--- config.mk ---
export PLATFORM = sky130hd
export DESIGN_NAME = tile_move_renderer_flat
export DESIGN_NICKNAME = d
export VERILOG_FILES = /design/src/rtl/tile_move_renderer_if.sv /design/src/rtl/tile_move_renderer.sv /design/src/flat_wrapper.sv
export SDC_FILE = /design/constraint.sdc
export NUM_CORES = 1
export LEC_CHECK = 0
export ABC_AREA = 1
export BUFFER_PORTS_ARGS = -buffer_cell sky130_fd_sc_hd__buf_2
export CAP_MARGIN = 10
export CELL_PAD_IN_SITES_DETAIL_PLACEMENT = 0
export CELL_PAD_IN_SITES_GLOBAL_PLACEMENT = 2
export CORE_MARGIN = 2
export CORE_UTILIZATION = 27
export DETAILED_ROUTE_END_ITERATION = 6
export PLACE_DENSITY = 0.94
export SYNTH_ARGS = -nofsm -noshare
export SYNTH_HDL_FRONTEND = slang
export SYNTH_SLANG_ARGS = --single-unit
export TNS_END_PERCENT = 50
--- constraint.sdc ---
create_clock -name CLOCK_50 -period 2.65 [get_ports CLOCK_50]
set_clock_uncertainty 0.15 [all_clocks]
set_input_delay 0.53 -clock CLOCK_50 [delete_from_list [all_inputs] [get_ports CLOCK_50]]
set_output_delay 0.53 -clock CLOCK_50 [all_outputs]
set_load 0.01 [all_outputs]
--- src/rtl/tile_move_renderer_if.sv ---
// Move handshake, wall-map query, tile-ROM and pixel-plot signals of tile_move_renderer.
// master = game/controller side, slave = the renderer.
interface tile_move_renderer_if #(
  parameter int TILE_BITS   = 3,
  parameter int COLOUR_BITS = 24
);
  logic                   move_valid;
  logic [2:0]             move;
  logic                   move_ready;
  logic                   move_done;
  logic [4:0]             wall_x;
  logic [4:0]             wall_y;
  logic                   wall_hit;
  logic [4:0]             player_x;
  logic [4:0]             player_y;
  logic [2*TILE_BITS:0]   rom_address;
  logic [COLOUR_BITS-1:0] rom_data;
  logic [7:0]             vga_x;
  logic [6:0]             vga_y;
  logic [COLOUR_BITS-1:0] vga_colour;
  logic                   vga_plot;

  modport master (
    output move_valid, move, wall_hit, rom_data,
    input  move_ready, move_done, wall_x, wall_y, player_x, player_y,
           rom_address, vga_x, vga_y, vga_colour, vga_plot
  );

  modport slave (
    input  move_valid, move, wall_hit, rom_data,
    output move_ready, move_done, wall_x, wall_y, player_x, player_y,
           rom_address, vga_x, vga_y, vga_colour, vga_plot
  );
endinterface

--- src/rtl/tile_move_renderer.sv ---
// Player-tile movement and redraw engine: validates moves against grid bounds and a wall map,
// then erases the old cell and draws the new one by streaming tile-ROM pixels to the plotter.
module tile_move_renderer #(
  parameter int TILE_BITS   = 3,
  parameter int GRID_W      = 20,
  parameter int GRID_H      = 15,
  parameter int COLOUR_BITS = 24,
  parameter int START_X     = 0,
  parameter int START_Y     = 0
) (
  input logic                 CLOCK_50,
  input logic                 resetn,
  tile_move_renderer_if.slave bus
);

  localparam int PW = 2 * TILE_BITS;
  localparam logic [PW-1:0] PIX_ONE = {{(PW-1){1'b0}}, 1'b1};

  localparam logic [2:0] S_INIT  = 3'd0;
  localparam logic [2:0] S_IDLE  = 3'd1;
  localparam logic [2:0] S_CHECK = 3'd2;
  localparam logic [2:0] S_ERASE = 3'd3;
  localparam logic [2:0] S_DRAW  = 3'd4;
  localparam logic [2:0] S_DRAIN = 3'd5;
  localparam logic [2:0] S_DONE  = 3'd6;

  localparam logic [2:0] M_UP    = 3'd1;
  localparam logic [2:0] M_DOWN  = 3'd2;
  localparam logic [2:0] M_LEFT  = 3'd3;
  localparam logic [2:0] M_RIGHT = 3'd4;

  logic [2:0]           state;
  logic [2:0]           mv;
  logic [PW-1:0]        pix;
  logic [4:0]           player_x, player_y;
  logic                 armed;      // low only in the first cycle after reset release
  logic                 init_pass;  // DRAIN returns to IDLE (power-up tile) rather than DONE
  logic [7:0]           vga_x;
  logic [6:0]           vga_y;
  logic                 vga_plot;

  logic [TILE_BITS-1:0] row, col;
  logic [4:0]           tgt_x, tgt_y;
  logic                 at_edge, no_move, blocked, issuing, tile_sel, pix_last;
  logic [7:0]           plot_x;
  logic [6:0]           plot_y;

  assign {row, col} = pix;

  // Target cell; edge tests happen before the +/-1 so a 5-bit coordinate never wraps.
  always_comb begin
    // NOTE: every output gets a default first, so no path leaves one unassigned and no latch is inferred.
    tgt_x   = player_x;
    tgt_y   = player_y;
    at_edge = 1'b0;
    no_move = 1'b0;
    case (mv)
      M_UP:    if (player_y == 5'd0)              at_edge = 1'b1; else tgt_y = player_y - 5'd1;
      M_DOWN:  if (player_y == 5'(GRID_H - 1))    at_edge = 1'b1; else tgt_y = player_y + 5'd1;
      M_LEFT:  if (player_x == 5'd0)              at_edge = 1'b1; else tgt_x = player_x - 5'd1;
      M_RIGHT: if (player_x == 5'(GRID_W - 1))    at_edge = 1'b1; else tgt_x = player_x + 5'd1;
      default: no_move = 1'b1;
    endcase
  end

  assign blocked  = no_move | at_edge | bus.wall_hit;
  assign issuing  = (state == S_INIT && armed) || state == S_ERASE || state == S_DRAW;
  assign tile_sel = (state != S_ERASE);
  assign pix_last = &pix;

  // INIT and ERASE use the current cell; by DRAW the position already holds the target.
  assign plot_x = 8'((int'(player_x) << TILE_BITS) + int'(col));
  assign plot_y = 7'((int'(player_y) << TILE_BITS) + int'(row));

  always_ff @(posedge CLOCK_50 or negedge resetn) begin
    if (!resetn) begin
      state     <= S_INIT;
      mv        <= 3'd0;
      pix       <= '0;
      player_x  <= 5'(START_X);
      player_y  <= 5'(START_Y);
      armed     <= 1'b0;
      init_pass <= 1'b1;
      vga_x     <= 8'd0;
      vga_y     <= 7'd0;
      vga_plot  <= 1'b0;
    end else begin
      armed    <= 1'b1;
      // Plot attributes are the address-cycle values delayed one cycle to meet the ROM data.
      vga_plot <= issuing;
      if (issuing) begin
        vga_x <= plot_x;
        vga_y <= plot_y;
        pix   <= pix + PIX_ONE;
      end
      case (state)
        S_INIT:  if (armed && pix_last) state <= S_DRAIN;
        S_IDLE:  if (bus.move_valid) begin
                   mv    <= bus.move;
                   state <= S_CHECK;
                 end
        S_CHECK: state <= blocked ? S_DONE : S_ERASE;
        S_ERASE: if (pix_last) begin
                   player_x <= tgt_x;
                   player_y <= tgt_y;
                   state    <= S_DRAW;
                 end
        S_DRAW:  if (pix_last) state <= S_DRAIN;
        S_DRAIN: begin
                   init_pass <= 1'b0;
                   state     <= init_pass ? S_IDLE : S_DONE;
                 end
        S_DONE:  state <= S_IDLE;
        default: state <= S_INIT;
      endcase
    end
  end

  assign bus.move_ready  = (state == S_IDLE);
  assign bus.move_done   = (state == S_DONE);
  assign bus.wall_x      = tgt_x;
  assign bus.wall_y      = tgt_y;
  assign bus.player_x    = player_x;
  assign bus.player_y    = player_y;
  assign bus.rom_address = issuing ? {tile_sel, pix} : '0;
  assign bus.vga_x       = vga_x;
  assign bus.vga_y       = vga_y;
  assign bus.vga_plot    = vga_plot;
  assign bus.vga_colour  = vga_plot ? bus.rom_data : {COLOUR_BITS{1'b0}};

endmodule

--- src/flat_wrapper.sv ---
// flat-port wrapper written by rule: the top's interface ports become plain ports
module tile_move_renderer_flat 
#(
  parameter int TILE_BITS   = 3,
  parameter int GRID_W      = 20,
  parameter int GRID_H      = 15,
  parameter int COLOUR_BITS = 24,
  parameter int START_X     = 0,
  parameter int START_Y     = 0
)
  (CLOCK_50, resetn, bus_move_valid, bus_move, bus_wall_hit, bus_rom_data, bus_move_ready, bus_move_done, bus_wall_x, bus_wall_y, bus_player_x, bus_player_y, bus_rom_address, bus_vga_x, bus_vga_y, bus_vga_colour, bus_vga_plot);
  tile_move_renderer_if #(.TILE_BITS(TILE_BITS), .COLOUR_BITS(COLOUR_BITS)) bus_i ();
  input logic CLOCK_50;
  input logic resetn;
  input wire logic [$bits(bus_i.move_valid)-1:0] bus_move_valid;
  input wire logic [$bits(bus_i.move)-1:0] bus_move;
  input wire logic [$bits(bus_i.wall_hit)-1:0] bus_wall_hit;
  input wire logic [$bits(bus_i.rom_data)-1:0] bus_rom_data;
  output wire logic [$bits(bus_i.move_ready)-1:0] bus_move_ready;
  output wire logic [$bits(bus_i.move_done)-1:0] bus_move_done;
  output wire logic [$bits(bus_i.wall_x)-1:0] bus_wall_x;
  output wire logic [$bits(bus_i.wall_y)-1:0] bus_wall_y;
  output wire logic [$bits(bus_i.player_x)-1:0] bus_player_x;
  output wire logic [$bits(bus_i.player_y)-1:0] bus_player_y;
  output wire logic [$bits(bus_i.rom_address)-1:0] bus_rom_address;
  output wire logic [$bits(bus_i.vga_x)-1:0] bus_vga_x;
  output wire logic [$bits(bus_i.vga_y)-1:0] bus_vga_y;
  output wire logic [$bits(bus_i.vga_colour)-1:0] bus_vga_colour;
  output wire logic [$bits(bus_i.vga_plot)-1:0] bus_vga_plot;
  assign bus_i.move_valid = bus_move_valid;
  assign bus_i.move = bus_move;
  assign bus_i.wall_hit = bus_wall_hit;
  assign bus_i.rom_data = bus_rom_data;
  assign bus_move_ready = bus_i.move_ready;
  assign bus_move_done = bus_i.move_done;
  assign bus_wall_x = bus_i.wall_x;
  assign bus_wall_y = bus_i.wall_y;
  assign bus_player_x = bus_i.player_x;
  assign bus_player_y = bus_i.player_y;
  assign bus_rom_address = bus_i.rom_address;
  assign bus_vga_x = bus_i.vga_x;
  assign bus_vga_y = bus_i.vga_y;
  assign bus_vga_colour = bus_i.vga_colour;
  assign bus_vga_plot = bus_i.vga_plot;
  tile_move_renderer #(.TILE_BITS(TILE_BITS), .GRID_W(GRID_W), .GRID_H(GRID_H), .COLOUR_BITS(COLOUR_BITS), .START_X(START_X), .START_Y(START_Y)) u_core (.CLOCK_50(CLOCK_50), .resetn(resetn), .bus(bus_i));
endmodule
==> results.txt <==
CP endpoint kind: primary output
final setup violation count: 0
area leader, netlist: dfrtp_1
asr flop ratio synth: 100%
Critical Path Start Type: flop
Starting Density: 27.5%
switching share of total power: 44.8%
CP max stage delay: 480 ps
row count: 35
total vias in the final route: 2,580
Worst Path Required: 1970 ps
Reg power frac: 34.4%
clock sink total: 40
deepest clock path buffer count: 2
grt ovf: 0
largest net degree at the start of global routing: 26
HP Class: primary input to async pin
Antenna Nets Post-Route: 0
commonest non-fill, non-tap cells in the layout: nand2_1 (111), buf_2 (99), inv_1 (63)
Netlist cell types: 30
syn_nets: 408
area added between synthesis and finish: 29.9%
Synth Area in Adders: 3.47%
# port buffers: 99
htree depth: 2
# nets final: 510
Max Cap Viol: 0
quantity of hold-fixing buffers added after cts: 0
cell mode on critical path: nand2_1
DP Wirelength: 5190 um
xor/xnor share of the synthesized area: 3.47%
share of cells above drive strength 1: 27.7%
DR WL/cell: 11.2 um
Num CTS Buffers: 5
post-synthesis mux area share: 0%
pins over their slew limit: 0
leakage: 2.05 nW
Power Density: 817 nW/um^2
final WL: 6570 um
Period minus WS final: 2500 ps
Total GRT Usage: 12.9%
run status: finished, final reports clean
Setup CP Type: flop to primary output
Worst Reg-to-Reg Cells: 9
Die Y: 101 um
sequential element share of the synthesized area: 39.8%
number of I/O pins: 100
post-synth top area share: 38.7%
synthesized flop and latch total: 40
Slowest cell on crit path: dfrtp_1
CP Cell Sequence: nor2_1 -> nand2_1 -> nand2_1 -> inv_1 -> nand2_1 -> o21ai_0 -> nor2_2 -> inv_1 -> buf_2
Main synth FF type: dfrtp_1
core area: 9150 um^2
overall power: 2.68 mW
CP arrival: 1820 ps
Final Hold Violating Endpoints: 0
drt pass-1 iters: 4
Comb power frac: 46.1%
Max Clk Rate: 0.400 GHz
Slew @ Worst Pin: 677 ps
Clk network pwr share: 19.5%
width of the die: 101 um
max_slew headroom: 54.9%
Psw: 1.20 mW
synthesized instance count: 370
internal power: 1.48 mW
EDFF count, synth: 0
Vias/cell: 4.42
VDD IR max: 0.332 mV
Clock transition at path regs: 90 ps
compound-gate portion of the synthesized area: 10.0%
DIE AREA: 10,100 um^2
Ys Warns: 0
clock tree from TritonCTS: built
Filler Cell Count: 966
syn avg cell area: 6.81 um^2
Mapped Area: 2520 um^2
period utilization: 94.3%
drt initial violations: 118
Hold Slack: 0.451 ps
GP Congestion: 0.833
CTS root buf: clkbuf_8
top fanout value on the critical path: 8
largest family of logic cells by synthesized area: simple AND/OR/NAND/NOR gates
initial antenna violation count: 0
Remaining DRCs: 0
vias in the first global route: 2,276
top post-synthesis cells by area: dfrtp_1 (39%), nand2_1 (17%), inv_1 (10%)
ant diodes: 0
first-pass GRT wire length: 10,400 um
Skew-Pair Late Insertion Delay: 300 ps
final core utilization: 35.8%
commonest non-fill, non-tap cell in the layout: nand2_1
Post-Synth Simple-Gate Area: 31.1%
==> kinds of logic (layout without fill, tap and decap cells) <==
family | count (synthesis) | in the layout
AOI/OAI and AO/OA | 46 | 46
buffers and inverters | 77 | 180
xor gates and xnor gates | 10 | 10
DFF | 40 | 40
other | 1 | 1
adders and majority gates | 7 | 7
and+or+nand+nor | 189 | 189
==> worst paths after layout <==
check                                       start                     end  slack, ps
setup / recovery           u_core.bus.player_x[2]           bus_wall_x[1]        150
hold / removal                             resetn  u_core.bus.player_x[4]        0.5
setup reg to reg                  u_core.state[2]           u_core.pix[5]        690
hold reg to reg                  u_core.init_pass        u_core.init_pass        320
max in group asynchronous                  resetn        u_core.init_pass       1620
min in group CLOCK_50            u_core.init_pass        u_core.init_pass        320
==> layer usage <==
| layer | track usage, % | vias to the layer above | share of wire [%] |
|---|---|---|---|
| met5 | 0 | - | 0 |
| li1 | - | 1331 | - |
| met4 | 3.16 | 0 | 0.84 |
| met2 | 22.4 | 100 | 47 |
| met1 | 16.6 | 1143 | 46 |
| met3 | 2.15 | 6 | 6.4 |
==> power by group through the flow <==
stage	Sequential [mW]	Combinational (mW)	Clock, mW
2_1_floorplan	0.889	0.865	0
3_3_place_gp	0.931	1.24	0
3_5_place_dp	0.935	1.25	0
4_1_cts	0.923	1.25	0.539
5_1_grt	0.954	1.41	0.565
6_report	0.921	1.23	0.521
==> cell type report <==
cell class              instances  area (um^2)  area share [%]
multi-input cells             253         1230            37.5
flip-flops and latches         40         1000            30.6
repair buffers                104          533            16.3
inverters                      68          255            7.79
well taps                     111          139            4.24
clock buffers                   5         68.8            2.10
clock inverters                 3         46.3            1.41
==> timing repair <==
action                                 4_1_cts  5_1_grt
endpoints found under the hold margin        0        0
setup buffers                                0        1
gates resized for setup                      0       11
setup endpoints to repair                    0        7
==> sequential cells by signal (all words and copies together) (netlist names), 3 cells and up <==
signal / count
u_core.bus.vga_y: 7
u_core.bus.vga_x: 8
u_core.state: 3
u_core.bus.player_y: 5
u_core.bus.player_x: 5
u_core.pix: 6
u_core.mv: 3
==> critical path, delay by kind of cell, from the launching register on <==
kind                   cells  cell delay, ps
AND/OR/NAND/NOR            5             700
flip-flops                 1             480
buffers and inverters      3             250
AO/OA/AOI/OAI              1              90
==> cell usage after synthesis (2+ instances only) <==
cell,n
xor2_1,8
xnor2_1,2
ha_1,7
a21oi_1,5
inv_1,67
buf_2,5
nand2_1,113
nand3_1,23
nor3_1,3
o211ai_1,2
clkbuf_1,2
nor2_1,43
dfrtp_1,39
o21ai_0,35
==> metrics by stage <==
| step | instance area (um^2) | worst slack (ps) | instances | setup TNS, ps |
|---|---|---|---|---|
| floorplan | 2520 | 562 | 370 | 0 |
| global placement | 3140 | 445 | 575 | 0 |
| detailed placement | 3140 | 392 | 575 | 0 |
| CTS | 3250 | 50.3 | 583 | 0 |
| global route | 3280 | -15.2 | 584 | -15.2 |
| finish | 3280 | 151 | 584 | 0 |
Note: power is estimated with default switching activity, not from simulation.
